==> config.mk <==
export PLATFORM = sky130hd
export DESIGN_NAME = sram_ctrl_if_gen2
export DESIGN_NICKNAME = d
export VERILOG_FILES = /design/src/rtl/sram_ctrl_pkg.sv /design/src/rtl/sram_lane_decode.sv /design/src/rtl/sram_ctrl_if_gen2.sv
export SDC_FILE = /design/constraint.sdc
export NUM_CORES = 1
export LEC_CHECK = 0
export ABC_AREA = 1
export BUFFER_PORTS_ARGS = -buffer_cell sky130_fd_sc_hd__buf_4
export CAP_MARGIN = 20
export CORE_UTILIZATION = 41
export CTS_BUF_LIST = sky130_fd_sc_hd__clkbuf_8
export CTS_CLUSTER_DIAMETER = 30
export DETAILED_ROUTE_END_ITERATION = 12
export PLACE_DENSITY_LB_ADDON = 0.25
export SLEW_MARGIN = 40
export SYNTH_ARGS = -nofsm -noshare
export SYNTH_HDL_FRONTEND = slang
export SYNTH_HIERARCHICAL = 1
export SYNTH_SLANG_ARGS = --single-unit
==> constraint.sdc <==
create_clock -name HCLK -period 1.4 [get_ports HCLK]
set_input_delay 0.07 -clock HCLK [delete_from_list [all_inputs] [get_ports HCLK]]
set_output_delay 0.07 -clock HCLK [all_outputs]
set_load 0.005 [all_outputs]
==> src/rtl/sram_ctrl_pkg.sv <==
// sram_ctrl_pkg: shared FSM states, HSIZE codes and parameter legality check
package sram_ctrl_pkg;
    typedef enum logic [1:0] {IDLE, WR, RD, ERR} state_t;

    localparam logic [2:0] BYTE  = 3'd0;
    localparam logic [2:0] HALF  = 3'd1;
    localparam logic [2:0] WORD  = 3'd2;
    localparam logic [2:0] DWORD = 3'd3;

    function automatic bit params_legal(int dwidth, int depth, int rd_latency);
        return (dwidth == 32 || dwidth == 64) && depth >= 2 &&
               depth * (dwidth / 8) <= (1 << 20) && (rd_latency == 1 || rd_latency == 2);
    endfunction
endpackage

==> src/rtl/sram_lane_decode.sv <==
// sram_lane_decode: HSIZE and low address bits to byte-lane mask plus size error
module sram_lane_decode #(
    parameter int NB = 4,
    parameter int LB = $clog2(NB)
) (
    input  logic [2:0]    i_size,
    input  logic [LB-1:0] i_off,
    output logic [NB-1:0] o_mask,
    output logic          o_size_err
);
    logic [31:0] w_bytes;
    logic [31:0] w_base;

    assign o_size_err = int'(i_size) > LB;
    assign w_bytes    = 32'd1 << i_size;
    // misaligned offsets are aligned down to the transfer size
    assign w_base     = 32'(i_off) & ~(w_bytes - 32'd1);

    always_comb begin
        o_mask = '0;
        for (int b = 0; b < NB; b++)
            o_mask[b] = !o_size_err && 32'(b) >= w_base && 32'(b) < w_base + w_bytes;
    end
endmodule

==> src/rtl/sram_ctrl_if_gen2.sv <==
// sram_ctrl_if_gen2: AHB-side SRAM request FSM with byte lanes, busy stall,
// range/size error reporting and registered read data
module sram_ctrl_if_gen2
    import sram_ctrl_pkg::*;
#(
    parameter int AHB_DWIDTH = 32,
    parameter int DEPTH      = 512,
    parameter int RD_LATENCY = 1
) (
    input  logic                              HCLK,
    input  logic                              HRESETN,
    input  logic                              ahbsram_req,
    input  logic                              ahbsram_write,
    input  logic [2:0]                        ahbsram_size,
    input  logic [19:0]                       ahbsram_addr,
    input  logic [AHB_DWIDTH-1:0]             ahbsram_wdata,
    output logic                              sramahb_ack,
    output logic                              sramahb_err,
    output logic [AHB_DWIDTH-1:0]             sramahb_rdata,
    output logic                              BUSY,
    output logic [AHB_DWIDTH/8-1:0]           mem_wen,
    output logic                              mem_ren,
    output logic [$clog2(DEPTH)-1:0]          mem_addr,
    output logic [AHB_DWIDTH-1:0]             mem_wdata,
    input  logic [AHB_DWIDTH-1:0]             mem_rdata,
    input  logic                              mem_busy
);
    localparam int NB = AHB_DWIDTH / 8;
    localparam int LB = $clog2(NB);
    localparam int AW = $clog2(DEPTH);

    if (!params_legal(AHB_DWIDTH, DEPTH, RD_LATENCY)) begin : g_bad_params
        $error("sram_ctrl_if_gen2: illegal parameter set");
    end

    state_t                r_state;
    logic [1:0]            r_cnt;
    logic                  r_ack;
    logic                  r_err;
    logic [AHB_DWIDTH-1:0] r_rdata;
    logic [NB-1:0]         w_mask;
    logic                  w_size_err;
    logic                  w_range_err;
    logic                  w_err;
    logic                  w_issue;

    sram_lane_decode #(.NB(NB), .LB(LB)) u_lane (
        .i_size     (ahbsram_size),
        .i_off      (ahbsram_addr[LB-1:0]),
        .o_mask     (w_mask),
        .o_size_err (w_size_err)
    );

    assign w_range_err = (32'(ahbsram_addr) >> LB) >= 32'(DEPTH);
    assign w_err       = w_size_err || w_range_err;
    // strobes exist only in the IDLE issue cycle; busy holds the request off
    assign w_issue     = HRESETN && r_state == IDLE && ahbsram_req && !mem_busy;

    assign mem_wen       = (w_issue && ahbsram_write && !w_err) ? w_mask : '0;
    assign mem_ren       = w_issue && !ahbsram_write && !w_err;
    assign mem_addr      = ahbsram_addr[LB+AW-1:LB];
    assign mem_wdata     = ahbsram_wdata;
    assign BUSY          = mem_busy;
    assign sramahb_ack   = r_ack;
    assign sramahb_err   = r_err;
    assign sramahb_rdata = r_rdata;

    always_ff @(posedge HCLK or negedge HRESETN) begin
        if (!HRESETN) begin
            r_state <= IDLE;
            r_cnt   <= '0;
            r_ack   <= 1'b0;
            r_err   <= 1'b0;
            r_rdata <= '0;
        end else begin
            r_ack <= 1'b0;
            r_err <= 1'b0;
            case (r_state)
                IDLE: if (w_issue) begin
                    r_state <= w_err ? ERR : (ahbsram_write ? WR : RD);
                    r_ack   <= w_err || ahbsram_write;
                    r_err   <= w_err;
                    r_cnt   <= '0;
                end
                WR, ERR: r_state <= IDLE;
                RD: begin
                    // count latency cycles; capture on the edge ending the valid cycle, ack next
                    r_cnt <= r_cnt + 2'd1;
                    if (32'(r_cnt) == RD_LATENCY - 1) begin
                        r_rdata <= mem_rdata;
                        r_ack   <= 1'b1;
                    end
                    if (32'(r_cnt) == RD_LATENCY) begin
                        r_state <= IDLE;
                        r_cnt   <= '0;
                    end
                end
                default: r_state <= IDLE;
            endcase
        end
    end
endmodule

# Yosys cells after proc, flatten, opt, wreduce, memory -nomap -nowiden
# Index checks and enable logic that the tools add are counted.
# totals
wordCells	69
ff_bits	38
in_bits	92
out_inout_bits	81
# classes
addsub	3
order_cmp	10
reduce_logical	28
eq_ne	6
n_shift	1
n_mux	14
n_bitwise	2
# ops
op	count
1-bit by 32-bit greater-or-equal comparator with 1-bit output (first input constant)	2
2-bit by 32-bit greater-or-equal comparator with 1-bit output (first input constant)	2
1-bit by 32-bit < comparator with 1-bit output (first input constant)	2
2-bit by 32-bit < comparator with 1-bit output (first input constant)	2
32-bit adder	1
2-bit by 32-bit AND with 32-bit output	1
32-bit inverter	1
1-bit by 3-bit << shifter with 32-bit output (first input constant)	1
32-bit by 1-bit subtractor with 32-bit output (second input constant)	1
18-bit by 10-bit greater-or-equal comparator with 1-bit output (second input constant)	1
1-bit logical AND	15
2-bit two-way mux	6
2-bit case mux with 3 select lines	1
2-bit AND reduction	3
2-bit by 1-bit == test with 1-bit output (second input constant)	2
2-bit == test (second input constant)	2
1-bit logical NOT	4
2-bit logical NOT	2
1-bit two-way mux	4
4-bit two-way mux	1
2-bit != test (second input constant)	2
2-bit case mux with 2 select lines	1
3-bit by 2-bit > comparator with 1-bit output (second input constant)	1
2-bit by 1-bit adder with 2-bit output (second input constant)	1
4 further kinds	5

# Longest topological paths before layout
# Gate-level depths: netlist (run 1).
# logic_depth
word_depth	8
mapped_depth	13
mapped_depth_nobuf	13

# By module
# Netlist (run 1), hierarchy kept.
# modules_own_cells
mod	cells_each	seq_area_each_um2	instances	area_each_um2
sram_ctrl_if_gen2	230	950.9	1	2021.9
sram_lane_decode	36	0.0	1	181.4

# Least setup slack after synthesis (run 1)
# No wires, ideal clock.
# synth_path
path_type	input to output
from	input port ahbsram_size[1]
to	output port mem_wen[0]
arrival_time_ns	1.065
slack_ns	0.265
n_path_buf	0
t_required_ns	1.330
cell_stages	10
cell_sequence	nor2_2 -> nand2_2 -> o21ai_0 -> ha_1 -> inv_1 -> nand4_1 -> nor2_1 -> nor2_1 -> inv_1 -> nor2_1
# synth_via
elab_chain_cells	8
word_cells_on_any_way	15
cone_classes	add/sub: 2; order compare: 3; shift: 1; mux: 1; bitwise: 2; reduce/logical: 6
# synth_rtl
element	line_no	text
start: declaration	sram_ctrl_if_gen2.sv:14	input logic [2:0] ahbsram_size,
1-bit by 3-bit << shifter with 32-bit output	sram_lane_decode.sv:15	assign w_bytes = 32'd1 << i_size;
32-bit by 1-bit subtractor with 32-bit output	sram_lane_decode.sv:17	assign w_base = 32'(i_off) & ~(w_bytes - 32'd1);
32-bit inverter	sram_lane_decode.sv:17	
2-bit by 32-bit AND with 32-bit output	sram_lane_decode.sv:17	
32-bit adder or 1-bit by 32-bit greater-or-equal comparator with 1-bit output (tied branches)	sram_lane_decode.sv:22	o_mask[b] = !o_size_err && 32'(b) >= w_base && 32'(b) < w_base + w_bytes;
1-bit by 32-bit < comparator with 1-bit output or 1-bit logical AND (tied branches)	sram_lane_decode.sv:22	
1-bit logical AND *	sram_lane_decode.sv:22	
via w_mask[0]	sram_ctrl_if_gen2.sv:41	logic [NB-1:0] w_mask;
4-bit two-way mux *	sram_ctrl_if_gen2.sv:59	assign mem_wen = (w_issue && ahbsram_write && !w_err) ? w_mask : '0;
end: declaration	sram_ctrl_if_gen2.sv:21	output logic [AHB_DWIDTH/8-1:0] mem_wen,
# Mark *: on every way through the listed nets, which the timed path passes. The rest lies on a longest branch.

# Worst setup path after layout (run 1)
# layout_path
from	register r_state[1]
to	output port mem_wen[2]
# layout_via
elab_chain_cells	7
# layout_rtl
element	line_no	text
start: declaration	sram_ctrl_if_gen2.sv:36	state_t r_state;
start signal: assignment	sram_ctrl_if_gen2.sv:80	r_state <= w_err ? ERR : (ahbsram_write ? WR : RD);
2-bit logical NOT	sram_ctrl_if_gen2.sv:57	assign w_issue = HRESETN && r_state == IDLE && ahbsram_req && !mem_busy;
1-bit logical AND (3 in series)	sram_ctrl_if_gen2.sv:57	
1-bit logical AND (2 in series)	sram_ctrl_if_gen2.sv:59	
4-bit two-way mux	sram_ctrl_if_gen2.sv:59	
# Every way passes these cells.

==> results.yml, run 1 <==
floorplanning:
  fp-row-count: 26
  core_area_um2: 5140
  initial_core_util_pct: 42.9
  die_area_um2: 5670
  pin_count: 173
  die_y_um: 75.3
  die_w_um: 75.3
yosys:
  synth_edf_count: 0
  synth_common_cells: "inv_1, nand2_1, buf_4, dfrtp_1, o21ai_2"
  ys_async_sr_fraction_pct: 100
  avgSynthCellArea_um2: 8.28
  synth_top_area_share_pct: 43.2
  synth.largest_area_cell: "dfrtp_1"
  yosysWarnings: 6
  syn-instance-count: 266
  synth.top_cells.by_area: "dfrtp_1, buf_4, o21ai_2"
  syn_area_um2: 2200
  ys_types: 20
  synth.most_common_cell: "inv_1"
  ys_ff_latch: 38
  ys_seq_area_share_pct: 43.2
  synth_flop_cell: "dfrtp_1"
  syn_nets: 359
route:
  drc: 0
  drt-initial-drc-count: 64
  routed-via-count: 1749
  wl_per_cell_um: 10.7
  vias_per_cell: 4.38
  dr.pass1.iters: 4
  detail-route-antenna-nets: 0
  wirelength_mm: 4.28
power_and_ir_drop:
  power_density_nw_per_um2: 1590
  power.leakage_uw: 0.00160
  ir_drop_mv: 0.860
sta:
  relSlewSlack_pct: 79.8
  finalSetupViolCount: 5
  worst_slew_pin_slew_ns: 0.304
  grt_setup_unrepaired: "true"
  hold_viol: 0
  hold-worst-slack_ns: 0.0227
  fin_crit_ns: 1.49
  clock_skew_ns: 0.00710
  drv_slew: 0
  layout_setup_ws_ns: -0.0928
  fmax_mhz: 670
  min_period_over_period_pct: 107
run_status:
  violations: "negative setup slack"
  outcome: "complete, but fails checks"
layout:
  multi_input_area_um2: 731
  instances_no_fill: 399
  layout-drive-gt1-share_pct: 48.0
  final_area_um2: 2870
  synthToLayoutAreaGrowth_pct: 30.3
  antenna_cells: 0
  fillers: 512
  seqCellArea_um2: 951
  nets: 421
clocking:
  htreeDepth: 2
  clk_pin_slew_ns: 0.08
  cts.sinks: 38
  clk_latency_ns: 0.28
  clockBufferDepth: 2
  tritoncts: "yes"
  clockRootBuffer: "clkbuf_8"
  cts_made_buffers: 5
grt:
  grt_max_degree: 41
  overflow: 0
  grt_use_total_pct: 14.6
  antenna_found_initial: 0
  grt_pass1_vias: 1569
  grt_pass1_wl_mm: 6.35
placed_design:
  place_area_um2: 2650
  dp.cells: 385
  place_congestion: 0.826
  dpl.hpwl_mm: 3.12
  io_buffers: 90
  place_ws_ns: -0.0751
setup_path:
  startpoint_type: "flip-flop"
  reg2regPathDepth: 7
  endpoint_kind: "output pin"
  path_max_fanout: 4
  cp.required_ns: 1.33
  cp.arrival_ns: 1.42
  rrSetupSlack_ns: 0.06
  crit_type: "flip-flop to output pin"
worst_hold_path:
  hp-class: "input port to flip-flop"
  min_path_cells: 3
job:
  cap_violations: 0
[layout by cell type, fill, tap and decap left out, types with 3 or more instances in the layout]
cell type and count:
nand2_1 44, nor2_4 3, nand3_1 9, nand2_2 4, nor2_1 14, inv_1 50
inv_2 5, nor2_2 4, clkbuf_8 6, dfrtp_1 38, o21ai_2 24, buf_4 102
o21ai_1 10
[per-stage QoR]
stage | utilization [%] | total power [uW] | setup TNS [ns]
2_1_floorplan | - | 2910 | 0
3_3_place_gp | 51.6 | 3720 | -0.0677
3_5_place_dp | 51.6 | 3760 | -0.151
4_1_cts | 53.9 | 4560 | -0.249
5_1_grt | 55.9 | 4960 | -0.875
6_report | 55.9 | 4570 | -0.318
[power breakdown]
part	switching [uW]	internal [uW]
clock	381	396
combinational	884	1080
sequential	241	1580
[worst max-delay path, cell delays in order, from the launching register on]
cell and delay (ns):
dfrtp_1 0.39, nor2_1 0.11, nand3_1 0.12, nor2_4 0.17, nand3_4 0.12, nor2_2 0.12
buf_4 0.12
[cell families (layout without fill, tap and decap cells)]
kind of cell,count (synthesis),in the layout,share of synthesized area (%)
DFF,38,38,43.2
adders and majority gates,1,1,0.568
AOI/OAI and AO/OA,39,39,12.9
and+or+nand+nor,83,83,16.2
buffers and inverters,105,168,27.1
[final cells by class]
class | instances | share of cell area, %
clock inverter | 2 | 0.436
inverter | 56 | 7.36
clock buffer | 6 | 2.88
sequential | 38 | 33.1
multi-input combinational | 123 | 25.4
timing repair buffer | 104 | 27.7
tap | 70 | 3.05
[state kept, by name, summed over array words and instances, names as in the netlist]
| signal | cells |
|---|---|
| r_cnt | 2 |
| r_state | 2 |
| sramahb_ack | 1 |
| sramahb_err | 1 |
| sramahb_rdata | 32 |
[what timing repair did]
item	CTS	global route
hold buffers	1	0
buffers inserted	1	4
setup endpoints to repair	5	5
gates resized for setup	2	17
hold endpoints to repair	38	0
pin swaps	2	13
[routing by layer]
metal / wire [um] / GRT usage (%) / vias up
met5: 0 / 0 / -
met4: 93 / 6.38 / 0
met3: 320 / 5.16 / 21
met2: 2120 / 24.9 / 68
met1: 1740 / 16.6 / 785
li1: - / - / 875
[worst paths after layout]
| path | end | startpoint |
|---|---|---|
| setup / recovery | mem_wen[2] | r_state[1] |
| hold / removal | sramahb_rdata[11] | mem_rdata[11] |
| setup reg to reg | sramahb_rdata[2] | r_state[0] |
| hold reg to reg | sramahb_rdata[24] | sramahb_rdata[24] |
| max in group asynchronous | sramahb_rdata[5] | HRESETN |
| min in group asynchronous | r_state[0] | HRESETN |
(Power assumes the default switching activity.)
==> run 2, diff against run 1 <==
- CORE_MARGIN: not set -> 1.5
- clock period: 1.4 -> 1.44 ns (I/O delays scaled with it)
==> results.yml, run 2 (synthesis gave the netlist of run 1 again) <==
route:
  routed-via-count: 1691
  vias_per_cell: 4.27
  drt-initial-drc-count: 76
  detail-route-antenna-nets: 0
  dr.pass1.iters: 4
  drc: 0
  wl_per_cell_um: 11.1
  wirelength_mm: 4.39
sta:
  finalSetupTns_ns: -0.116
  relSlewSlack_pct: 80.1
  hold_viol: 0
  finalSetupViolCount: 4
  fmax_mhz: 678
  grt_setup_unrepaired: "true"
  layout_setup_ws_ns: -0.0358
  worst_slew_pin_slew_ns: 0.299
  hold-worst-slack_ns: 0.0284
  min_period_over_period_pct: 102
  fin_crit_ns: 1.48
  clock_skew_ns: 0.00364
  drv_slew: 0
setup_path:
  cp.required_ns: 1.37
  startpoint_type: "flip-flop"
  worst_path_max_delay_cell: "dfrtp_1"
  path_cells: "nor2_2, nand3_2, nor2_4, nand3_4, nor2_1, buf_4"
  endpoint_kind: "output pin"
  critPathTopFamily: "simple AND/OR/NAND/NOR gates"
  rrSetupSlack_ns: 0.14
  crit_type: "flip-flop to output pin"
  cp.arrival_ns: 1.40
  critPathBufInv: 1
  path_max_fanout: 4
  crit_path_max_incr_delay_ns: 0.39
grt:
  grt_pass1_vias: 1643
  grt_use_total_pct: 15.5
  grt_max_degree: 46
  overflow: 0
  grt_pass1_wl_mm: 7.19
  antenna_found_initial: 0
layout:
  final_area_um2: 2840
  final_cell_mix: "buf_4, inv_1, nand2_1, dfrtp_1, o21ai_2"
  layout-drive-gt1-share_pct: 47.2
  synthToLayoutAreaGrowth_pct: 28.9
  largest_reg_flops: 32
  instances_no_fill: 396
  final_common_cell: "buf_4"
  antenna_cells: 0
  fillers: 504
  fin_util_pct: 55.3
  nets: 418
run_status:
  violations: "negative setup slack"
  outcome: "complete, but fails checks"
placed_design:
  dpl.hpwl_mm: 3.27
  io_buffers: 90
  dp.cells: 384
  place_congestion: 0.768
  place_area_um2: 2650
clocking:
  htreeDepth: 2
  clk_pin_slew_ns: 0.07
  tritoncts: "yes"
  cts.sinks: 38
  cts_made_buffers: 5
  clockBufferDepth: 2
  clk_latency_ns: 0.28
  clockRootBuffer: "clkbuf_8"
floorplanning:
  die_w_um: 76.3
  core_area_um2: 5140
  pin_count: 173
  die_area_um2: 5820
  fp-row-count: 26
  die_y_um: 76.3
  initial_core_util_pct: 42.9
power_and_ir_drop:
  power_density_nw_per_um2: 1580
  power.leakage_uw: 0.00160
  ir_drop_mv: 0.791
job:
  cap_violations: 0
worst_hold_path:
  hp-class: "input port to flip-flop"
[run 2: cell count changes in the layout (fill, tap and decap cells not counted), sizes merged]
cell      delta
buf          -3
clkinvlp     -1
clkinv       -1
clkbuf       -1
bufinv       +1
inv          +2
[run 2: final cells by class]
class	count	area, um^2	area share [%]
Sequential cell	38	951	33.5
Timing Repair Buffer	101	773	27.2
Multi-Input combinational cell	123	711	25.0
Inverter	56	211	7.44
Tap cell	70	87.6	3.08
Clock buffer	5	68.8	2.42
Clock inverter	3	37.5	1.32
[run 2: per-layer routing]
layer  routed length (um)  global-route usage, %
met1                 1730                   17.3
met2                 2120                   25.4
met3                  377                   5.51
met4                  158                   9.07
met5                    0                      0
[run 2: where the power goes]
part	total, uW	switching [uW]	internal (uW)
registers	1780	237	1540
clock network	858	354	504
logic	1860	843	1020
total	4490	1430	3060
[run 2: path summary, 6_finish.rpt]
path	start	end	depth (start not counted)
setup reg to reg	r_state[0]	sramahb_rdata[19]	6
min in group asynchronous	HRESETN	sramahb_rdata[13]	3
setup / recovery	r_state[1]	mem_wen[0]	6
hold reg to reg	sramahb_rdata[20]	sramahb_rdata[20]	2
max in group asynchronous	HRESETN	sramahb_rdata[24]	3
hold / removal	mem_rdata[10]	sramahb_rdata[10]	3
[run 2: per-stage QoR]
stage	power [uW]	setup slack [ns]
final	4490	-0.0358
after global routing	4870	-0.148
after CTS	4550	-0.0249
after detailed placement	3660	-0.0471
after global placement	3610	-0.00663
after floorplan	2830	0.301
[run 2: worst min-delay path, cell delays in order]
cell and delay (ns):
buf_4 0.11, inv_1 0.04, o21ai_1 0.06
[run 2: what timing repair did]
item | in CTS | in global routing
buffers inserted | 0 | 3
gates resized for setup | 4 | 12
pin swaps | 0 | 8
hold endpoints to repair | 38 | 0
hold buffers | 1 | 0
setup endpoints to repair | 5 | 5
